`config.mk`:
```
export PLATFORM = sky130hd
export DESIGN_NAME = fb_scanout_reader
export DESIGN_NICKNAME = d
export VERILOG_FILES = /design/src/rtl/fb_scanout_reader.sv
export SDC_FILE = /design/constraint.sdc
export NUM_CORES = 1
export LEC_CHECK = 0
export BUFFER_PORTS_ARGS = -buffer_cell sky130_fd_sc_hd__buf_2
export CAP_MARGIN = 20
export CORE_MARGIN = 1
export CORE_UTILIZATION = 35
export CTS_BUF_LIST = sky130_fd_sc_hd__clkbuf_8
export CTS_CLUSTER_DIAMETER = 60
export DETAILED_ROUTE_END_ITERATION = 12
export SYNTH_ARGS = -nofsm -noshare
export SYNTH_HDL_FRONTEND = slang
export SYNTH_SLANG_ARGS = --single-unit
```
`constraint.sdc`:
```
create_clock -name Clk -period 3.4 [get_ports Clk]
set_clock_uncertainty 0.2 [all_clocks]
set_input_delay 0.51 -clock Clk [delete_from_list [all_inputs] [get_ports Clk]]
set_output_delay 0.51 -clock Clk [all_outputs]
set_load 0.005 [all_outputs]
```
`src/rtl/fb_scanout_reader.sv`:
```
// Fetches 4-bit pixel indices in raster order into a FWFT FIFO and serves them as a valid/ready stream.
// A pixel is visible RD_LAT+1 edges after its read; reads stall once FIFO entries plus in-flight reads reach FIFO_DEPTH.
module fb_scanout_reader #(
  parameter int H_RES      = 640,
  parameter int V_RES      = 480,
  parameter int RD_LAT     = 2,
  parameter int FIFO_DEPTH = 16
) (
  input  logic        Clk,
  input  logic        Reset_n,
  input  logic        frame_start,
  output logic [19:0] fb_r_addr,
  output logic        fb_read,
  input  logic [3:0]  fb_rdata,
  output logic [3:0]  pix_data,
  output logic        pix_valid,
  input  logic        pix_ready,
  output logic        frame_done,
  output logic        underflow
);

  localparam logic [19:0] LAST_ADDR = 20'(H_RES * V_RES - 1);
  localparam int PW = $clog2(FIFO_DEPTH);
  localparam int CW = $clog2(FIFO_DEPTH + 1);
  localparam int IW = $clog2(RD_LAT + 1);

  typedef enum logic [1:0] {IDLE, FETCH, DONE} state_t;

  state_t            state_q, state_d;
  logic [19:0]       addr_q, addr_d;
  logic [RD_LAT-1:0] tag_q, tag_d;
  logic [PW-1:0]     wr_ptr_q, wr_ptr_d;
  logic [PW-1:0]     rd_ptr_q, rd_ptr_d;
  logic [CW-1:0]     count_q, count_d;
  logic              underflow_q, underflow_d;
  logic [3:0]        fifo_mem [FIFO_DEPTH];
  logic [IW-1:0]     inflight;
  logic              push, pop;

  always_comb begin
    inflight = '0;
    for (int i = 0; i < RD_LAT; i++) inflight = inflight + IW'(tag_q[i]);
  end

  // Credit check ignores a same-cycle pop on purpose: simpler and still never overflows.
  assign fb_read    = (state_q == FETCH) && !frame_start &&
                      ((int'(count_q) + int'(inflight)) < FIFO_DEPTH);
  assign fb_r_addr  = addr_q;
  assign frame_done = fb_read && (addr_q == LAST_ADDR);
  assign push       = tag_q[RD_LAT-1];
  assign pix_valid  = (count_q != '0);
  assign pop        = pix_valid && pix_ready;
  assign pix_data   = pix_valid ? fifo_mem[rd_ptr_q] : 4'd0;
  assign underflow  = underflow_q;

  always_comb begin
    state_d     = state_q;
    addr_d      = addr_q;
    tag_d       = tag_q;
    wr_ptr_d    = wr_ptr_q;
    rd_ptr_d    = rd_ptr_q;
    count_d     = count_q;
    underflow_d = underflow_q;
    if (frame_start) begin
      state_d     = FETCH;
      addr_d      = '0;
      tag_d       = '0;
      wr_ptr_d    = '0;
      rd_ptr_d    = '0;
      count_d     = '0;
      underflow_d = 1'b0;
    end else begin
      tag_d = (tag_q << 1) | RD_LAT'(fb_read);
      if (fb_read) begin
        if (addr_q == LAST_ADDR) state_d = DONE;
        else                     addr_d  = addr_q + 20'd1;
      end
      if (push) wr_ptr_d = wr_ptr_q + PW'(1);
      if (pop)  rd_ptr_d = rd_ptr_q + PW'(1);
      count_d = count_q + CW'(push) - CW'(pop);
      if ((state_q == FETCH) && pix_ready && !pix_valid) underflow_d = 1'b1;
    end
  end

  always_ff @(posedge Clk or negedge Reset_n) begin
    if (!Reset_n) begin
      state_q     <= IDLE;
      addr_q      <= '0;
      tag_q       <= '0;
      wr_ptr_q    <= '0;
      rd_ptr_q    <= '0;
      count_q     <= '0;
      underflow_q <= 1'b0;
    end else begin
      state_q     <= state_d;
      addr_q      <= addr_d;
      tag_q       <= tag_d;
      wr_ptr_q    <= wr_ptr_d;
      rd_ptr_q    <= rd_ptr_d;
      count_q     <= count_d;
      underflow_q <= underflow_d;
    end
  end

  always_ff @(posedge Clk) begin
    if (push && !frame_start) fifo_mem[wr_ptr_q] <= fb_rdata;
  end

  a_no_overflow: assert property (@(posedge Clk) disable iff (!Reset_n)
    !(push && (count_q == CW'(FIFO_DEPTH))));

endmodule

```
# --- Yosys cells after proc, flatten, opt, wreduce, memory -nomap -nowiden ---
# Memories as Yosys holds them, arrays and structs flattened.
# Cells that the tools add are included.
op_classes:
  bitwise_logic: 1
  magnitude_cmp: 1
  add_sub_neg: 7
  n_mux: 17
  n_reduce_logical: 17
  eq_ne: 3
ops:
  columns: ["op", "count"]
  rows:
  - ["20-bit two-way mux", 3]
  - ["20-bit by 1-bit adder with 20-bit output, second input constant", 1]
  - ["20-bit by 19-bit equality test with 1-bit output, second input constant", 1]
  - ["4-bit two-way mux", 5]
  - ["2-bit nonzero test", 5]
  - ["4-bit by 1-bit adder with 4-bit output, second input constant", 2]
  - ["2-bit two-way mux", 4]
  - ["1-bit logical AND", 7]
  - ["5-bit by 2-bit adder with 6-bit output", 1]
  - ["6-bit by 5-bit less-than comparator with 1-bit output, second input constant", 1]
  - ["5-bit by 1-bit adder with 5-bit output", 1]
  - ["5-bit two-way mux", 1]
  - ["5-bit nonzero test", 1]
  - ["5-bit by 1-bit subtractor with 5-bit output", 1]
  - ["1-bit two-way mux", 4]
  - ["2-bit AND reduction", 2]
  - ["1-bit by 1-bit adder with 2-bit output", 1]
  - ["2-bit by 1-bit equality test with 1-bit output, second input constant", 1]
  - ["1-bit zero test", 2]
  - ["2-bit inequality test, second input constant", 1]
  - ["2-bit by 1-bit bitwise OR with 2-bit output", 1]
totals:
  mem_bits_rw: 64
  inputBits: 8
  n_memories: 1
  reg_bits: 38
  out_inout_bits: 28
  wordCells: 54
memory_table:
  columns: ["name", "words", "word_bits", "read_ports", "rd_clocked_by_memory_dff", "write_ports", "line", "rtl"]
  rows:
  - ["fifo_mem", 16, 4, 1, 0, 1, "36", "logic [3:0] fifo_mem [FIFO_DEPTH];"]

# --- Depth between registers and ports, before layout ---
logic_depth:
  ltp_word: 6
  ltp_mapped: 15
  depth_no_buf: 14

# --- Least setup slack after synthesis ---
# Ideal clock, no wire load.
synth_path:
  path_kind: "register to register"
  startpoint: "register count_q[2]"
  endpoint: "register count_q[4]"
  setup_ns: 0.078
  setup_slack_ns: 0.584
  t_arrival_ns: 2.538
  stages_incl_launch_ff: 16
  path_buffers: 1
  synth_period_minus_slack_ns: 2.816
  required_ns: 3.122
  path_cell_list: "dfrtp_1 > inv_1 > ha_1 > nor4b_1 > nor2b_1 > clkbuf_1 > ha_1 > inv_1 > ha_1 > inv_1 > fa_1 > inv_1 > a21oi_1 > nor2_1 > or3_1 > a21oi_1"
synth_between:
  elab_chain_cells: 4
  word_cells_on_any_way: 5
  cone_classes: "add/sub: 2; mux: 1; reduce/logical: 2"
synth_rtl:
  columns: ["element", "line", "rtl"]
  rows:
  - ["from (decl)", "34", "logic [CW-1:0] count_q, count_d;"]
  - ["from (signal assigned)", "100", "count_q <= count_d;"]
  - ["parallel branches: the longest is 2 deep, another holds 5-bit by 1-bit adder with 5-bit output", null, null]
  - ["5-bit by 1-bit subtractor with 5-bit output *", "80", "count_d = count_q + CW'(push) - CW'(pop);"]
  - ["5-bit two-way mux *", "64", "if (frame_start) begin"]
  - ["named net count_d[4]", "34", null]
# Mark *: on every way through the listed nets, which the timed path passes.
# A chain may end at the register's enable or synchronous reset.

# --- Worst setup path in the final report ---
layout_path:
  startpoint: "register addr_q[0], in the netlist fb_r_addr[0]"
  endpoint: "output port frame_done"
layout_between:
  elab_chain_cells: 2
layout_rtl:
  columns: ["element", "line", "rtl"]
  rows:
  - ["from (decl)", "30", "logic [19:0] addr_q, addr_d;"]
  - ["from (signal assigned)", "96", "addr_q <= addr_d;"]
  - ["20-bit by 19-bit equality test with 1-bit output", "49", "assign frame_done = fb_read && (addr_q == LAST_ADDR);"]
  - ["1-bit logical AND", "49", null]
  - ["to (decl)", "18", "output logic frame_done,"]
# Every way passes these cells.

==> parameters.txt <==
Parameter                              Value

Logic synthesis
  Count of warnings emitted by yosys ... 0
  Net count after synthesis ... 365
  Number of flip-flops and latches in the synthesized netlist ... between 100 and 150
  Count of flip-flops with a built-in enable after synthesis ... between 60 and 70
  Number of instances in the synthesized netlist ... 340
  Prevailing post-synth register cell ... edfxtp_1
  Mean Syn Cell Area ... around 14 um^2
  Number of different library cells in the post-synthesis netlist ... 46
  Async S/R FF share, synth ... between 30% and 40%
  Cell area after technology mapping ... 4760 um^2
  Portion of the post-synthesis area used by sequential elements ... 60.4%

Clock tree
  Clock input transition at the sequential cells of the worst setup and hold paths ... ~0.1 ns
  Number of levels in the clock H-tree ... 3
  Total number of clock tree sinks ... a little over 100
  Total of cells resized after clock tree synthesis ... 0
  CTS tree ... done
  CTS Root Buffer Type ... clkbuf_8
  Clock latency at the later pin of the worst-skew pair ... between 0.3 and 0.4 ns
  Hold-fix buffer count after cts ... 0
  Postcts setup bufs ... 0
  Number of buffers inserted during clock tree synthesis ... 9
  Maximum clock path buffer count ... 2

Critical path
  Number of logic stages on the critical path including buffering ... 7
  Critical Path End Type ... output port
  CP Buf/Inv Count ... 2
  Critical-path top delay cell ... and2_1
  Arrival time of data at the critical path endpoint ... 2.40 ns
  CP top delay family ... simple AND/OR/NAND/NOR gates
  Maximum fanout along the worst path ... 14
  Worst r2r path cells ... 14
  Slowest stage delay, CP ... between 0.4 and 0.5 ns
  R2R Path Start ... count_q[2]
  End point of the critical path ... frame_done
  Required time of the critical path ... between 2 and 3 ns
  Endpoint of the lowest-slack register-to-register path ... count_q[4]
  Critical Path Start Type ... register
  Crit path cell chain ... ha_1, and4_1, and3_1, and2_1, nand2_1, inv_1, buf_2
  Internal reg-to-reg setup slack ... approximately 0.47 ns
  Start point of the critical path ... fb_r_addr[0]
  Class of the most critical setup path ... register to output port

Job
  Max-cap violations ... 0

Drt
  Final wirelength ... between 9000 and 10000 um
  Drt wl/cell ... approximately 16 um
  Total DRC errors in the routed layout ... 0
  Routed vias/inst ... between 5 and 6
  Via count ... about 2800
  Detailed-routing iteration count for the pre-antenna-repair pass ... 4
  Iteration-0 DRC Markers ... 146
  Antenna viol nets, final ... 0

STA
  Summed negative setup slack over all endpoints ... 0 ns
  Actual transition at the worst max-transition pin ... around 0.88 ns
  Maximum clock rate ... approximately 320 MHz
  Slew margin rel. ... between 40% and 50%
  Share of the cycle needed by the critical path after routing ... between 90 and 100%
  Setup violation total in the final timing report ... 0
  Count of pins over their slew limit ... 0
  Unrepaired setup endpoints after global routing ... no
  Min cycle time layout ... approximately 3.1 ns
  Setup slack after layout ... 0.289 ns
  Worst Hold Margin ... approximately 0.040 ns
  Endpoints failing hold ... 0

Global routing
  Pin count of the biggest net entering global routing ... 39
  Antenna violations before repair ... 0
  Overflow left after global routing ... 0
  GRT Overall Usage ... between 10 and 15%
  Global-route wire length before repair ... approximately 15000 um
  Via count of the first global-routing pass ... about 2800

Placement
  Final RePlAce weighted congestion ... between 0.7 and 0.8
  Port Buffers ... 35
  Pre-CTS WS ... 0.455 ns
  HPWL reported at the end of detailed placement ... about 6300 um
  Total placed instance area ... 5110 um^2

Layout
  Share of final-layout standard cells stronger than drive strength 1 ... 22.0%
  Post-layout instance area ... 5300 um^2
  Layout Nets ... around 400
  Inserted Diodes ... 0
  Area Growth Syn to Fin ... 11.5%
  Filler cell count in the final layout ... about 1300

Power and ir drop
  Leak Pwr ... 2.02 nW
  Maximum vdd drop ... approximately 0.00020 V
  Pwr Density ... around 570 nW/um^2

Die
  Die Height ... 119 um
  Std-Cell Rows ... 42
  Die width ... 119 um
  Core Area ... ~13000 um^2
  I/O pin count ... 36
  Die Area ... ~14000 um^2
  Effective utilization at floorplan ... a little over a third

Outcome
  Status ... finished clean

Hold path
  Tightest Hold Check Type ... input port to asynchronous set/reset pin
## placed cells by master, fill, tap and decap left out, drive strengths merged, types with 2 or more instances in the layout
cell,instances
nand2,14
o31ai,3
a21oi,12
mux2,6
a221o,2
and2,22
nor2,24
nor4b,2
nand3,10
a21o,3
or3,5
edfxtp,64
dfrtp,38
nand4,8
o21ai,7
and3,4
inv,22
ha,16
mux4,20
or4,3
xor2,5
clkbuf,9
xnor2,3
nor2b,9
buf,39
nor3,7
mux2i,3
o21a,4
nor3b,2
## cell usage after synthesis (2+ instances only)
library cell | instances | share of area [%]
nor2b_1 | 9 | 1.2
mux4_2 | 20 | 9.5
xor2_1 | 5 | 0.92
and2_1 | 22 | 2.9
nand2_1 | 13 | 1.0
mux2_2 | 6 | 1.4
or4_1 | 3 | 0.47
or3_1 | 5 | 0.66
a21o_1 | 3 | 0.47
nor2_1 | 24 | 1.9
dfrtp_1 | 38 | 20
edfxtp_1 | 64 | 40
nand3_1 | 10 | 1.1
ha_1 | 16 | 4.2
inv_1 | 18 | 1.4
buf_1 | 3 | 0.24
a21oi_1 | 11 | 1.2
o21a_1 | 4 | 0.63
o31ai_1 | 3 | 0.47
buf_2 | 3 | 0.32
nor3_1 | 7 | 0.74
buf_6 | 3 | 0.71
xnor2_1 | 3 | 0.55
nand4_1 | 8 | 1.1
nor4b_1 | 2 | 0.37
a221o_1 | 2 | 0.42
and3_1 | 4 | 0.53
clkbuf_1 | 4 | 0.32
o21ai_0 | 7 | 0.74
mux2i_1 | 3 | 0.63
nor3b_1 | 2 | 0.32
## through the flow
step                instances  total power [mW]  utilization (%)
floorplan                 340              2.05                -
global placement          542              2.26             38.6
detailed placement        542              2.27             38.6
CTS                       557              3.04             40.1
global route              557              3.19             40.1
finish                    557              3.00             40.1
## area by class of cell
type	count	area [um^2]	area share [%]
inverter	18	67.6	1.27
tap	176	220	4.15
clock inverter	6	73.8	1.39
timing repair buffer	39	205	3.87
clock buffer	9	124	2.34
sequential	102	2870	54.2
multi-input combinational	207	1740	32.8
## power by group
group          switching (mW)  internal [mW]  total (mW)  leakage [nW]
Sequential             0.0809           1.38        1.46          1.09
Clock                   0.423          0.348       0.772         0.101
Combinational           0.383          0.388       0.771         0.832
Total                   0.888           2.11        3.00          2.02
## worst min path at each step
stage / start / depth (start not counted) / endpoint
2_1_floorplan: Reset_n / 0 / count_q[0]
3_3_place_gp: tag_q[0] / 1 / tag_q[1]
3_5_place_dp: tag_q[0] / 1 / tag_q[1]
4_1_cts: Reset_n / 1 / count_q[4]
5_1_grt: Reset_n / 1 / fb_r_addr[15]
6_report: Reset_n / 1 / underflow
## worst reg2reg max path: stages (launching register included)
cell,delay (ns)
dfrtp_1,0.43
inv_1,0.10
ha_1,0.15
nor4b_1,0.32
nor2b_1,0.19
ha_1,0.31
inv_1,0.04
ha_1,0.18
inv_1,0.07
fa_1,0.20
inv_1,0.05
a21oi_1,0.11
nor2_1,0.06
or3_1,0.30
a21oi_1,0.15
## cells by family after synthesis
kind of cell | after synthesis | share of synthesized area, %
simple gates | 117 | 13.4
fa+ha+maj | 17 | 4.63
buf+inv | 31 | 3.00
xor+xnor | 8 | 1.47
compound gates | 36 | 5.53
mux | 29 | 11.5
flops | 102 | 60.4
## registers in the layout, indices dropped and copies added (netlist names)
register   flops
fifo_mem      64
fb_r_addr     20
count_q        5
rd_ptr_q       4
wr_ptr_q       4
state_q        2
tag_q          2
underflow      1
## metal layers
metal	up-vias	GRT usage (%)	part of all wire, %
li1	1341	-	-
met4	0	4.75	1.6
met5	-	0	0
met2	35	21.6	48
met1	1436	19.1	48
met3	7	3.76	2.5
Note: power is estimated with default switching activity, not from simulation.
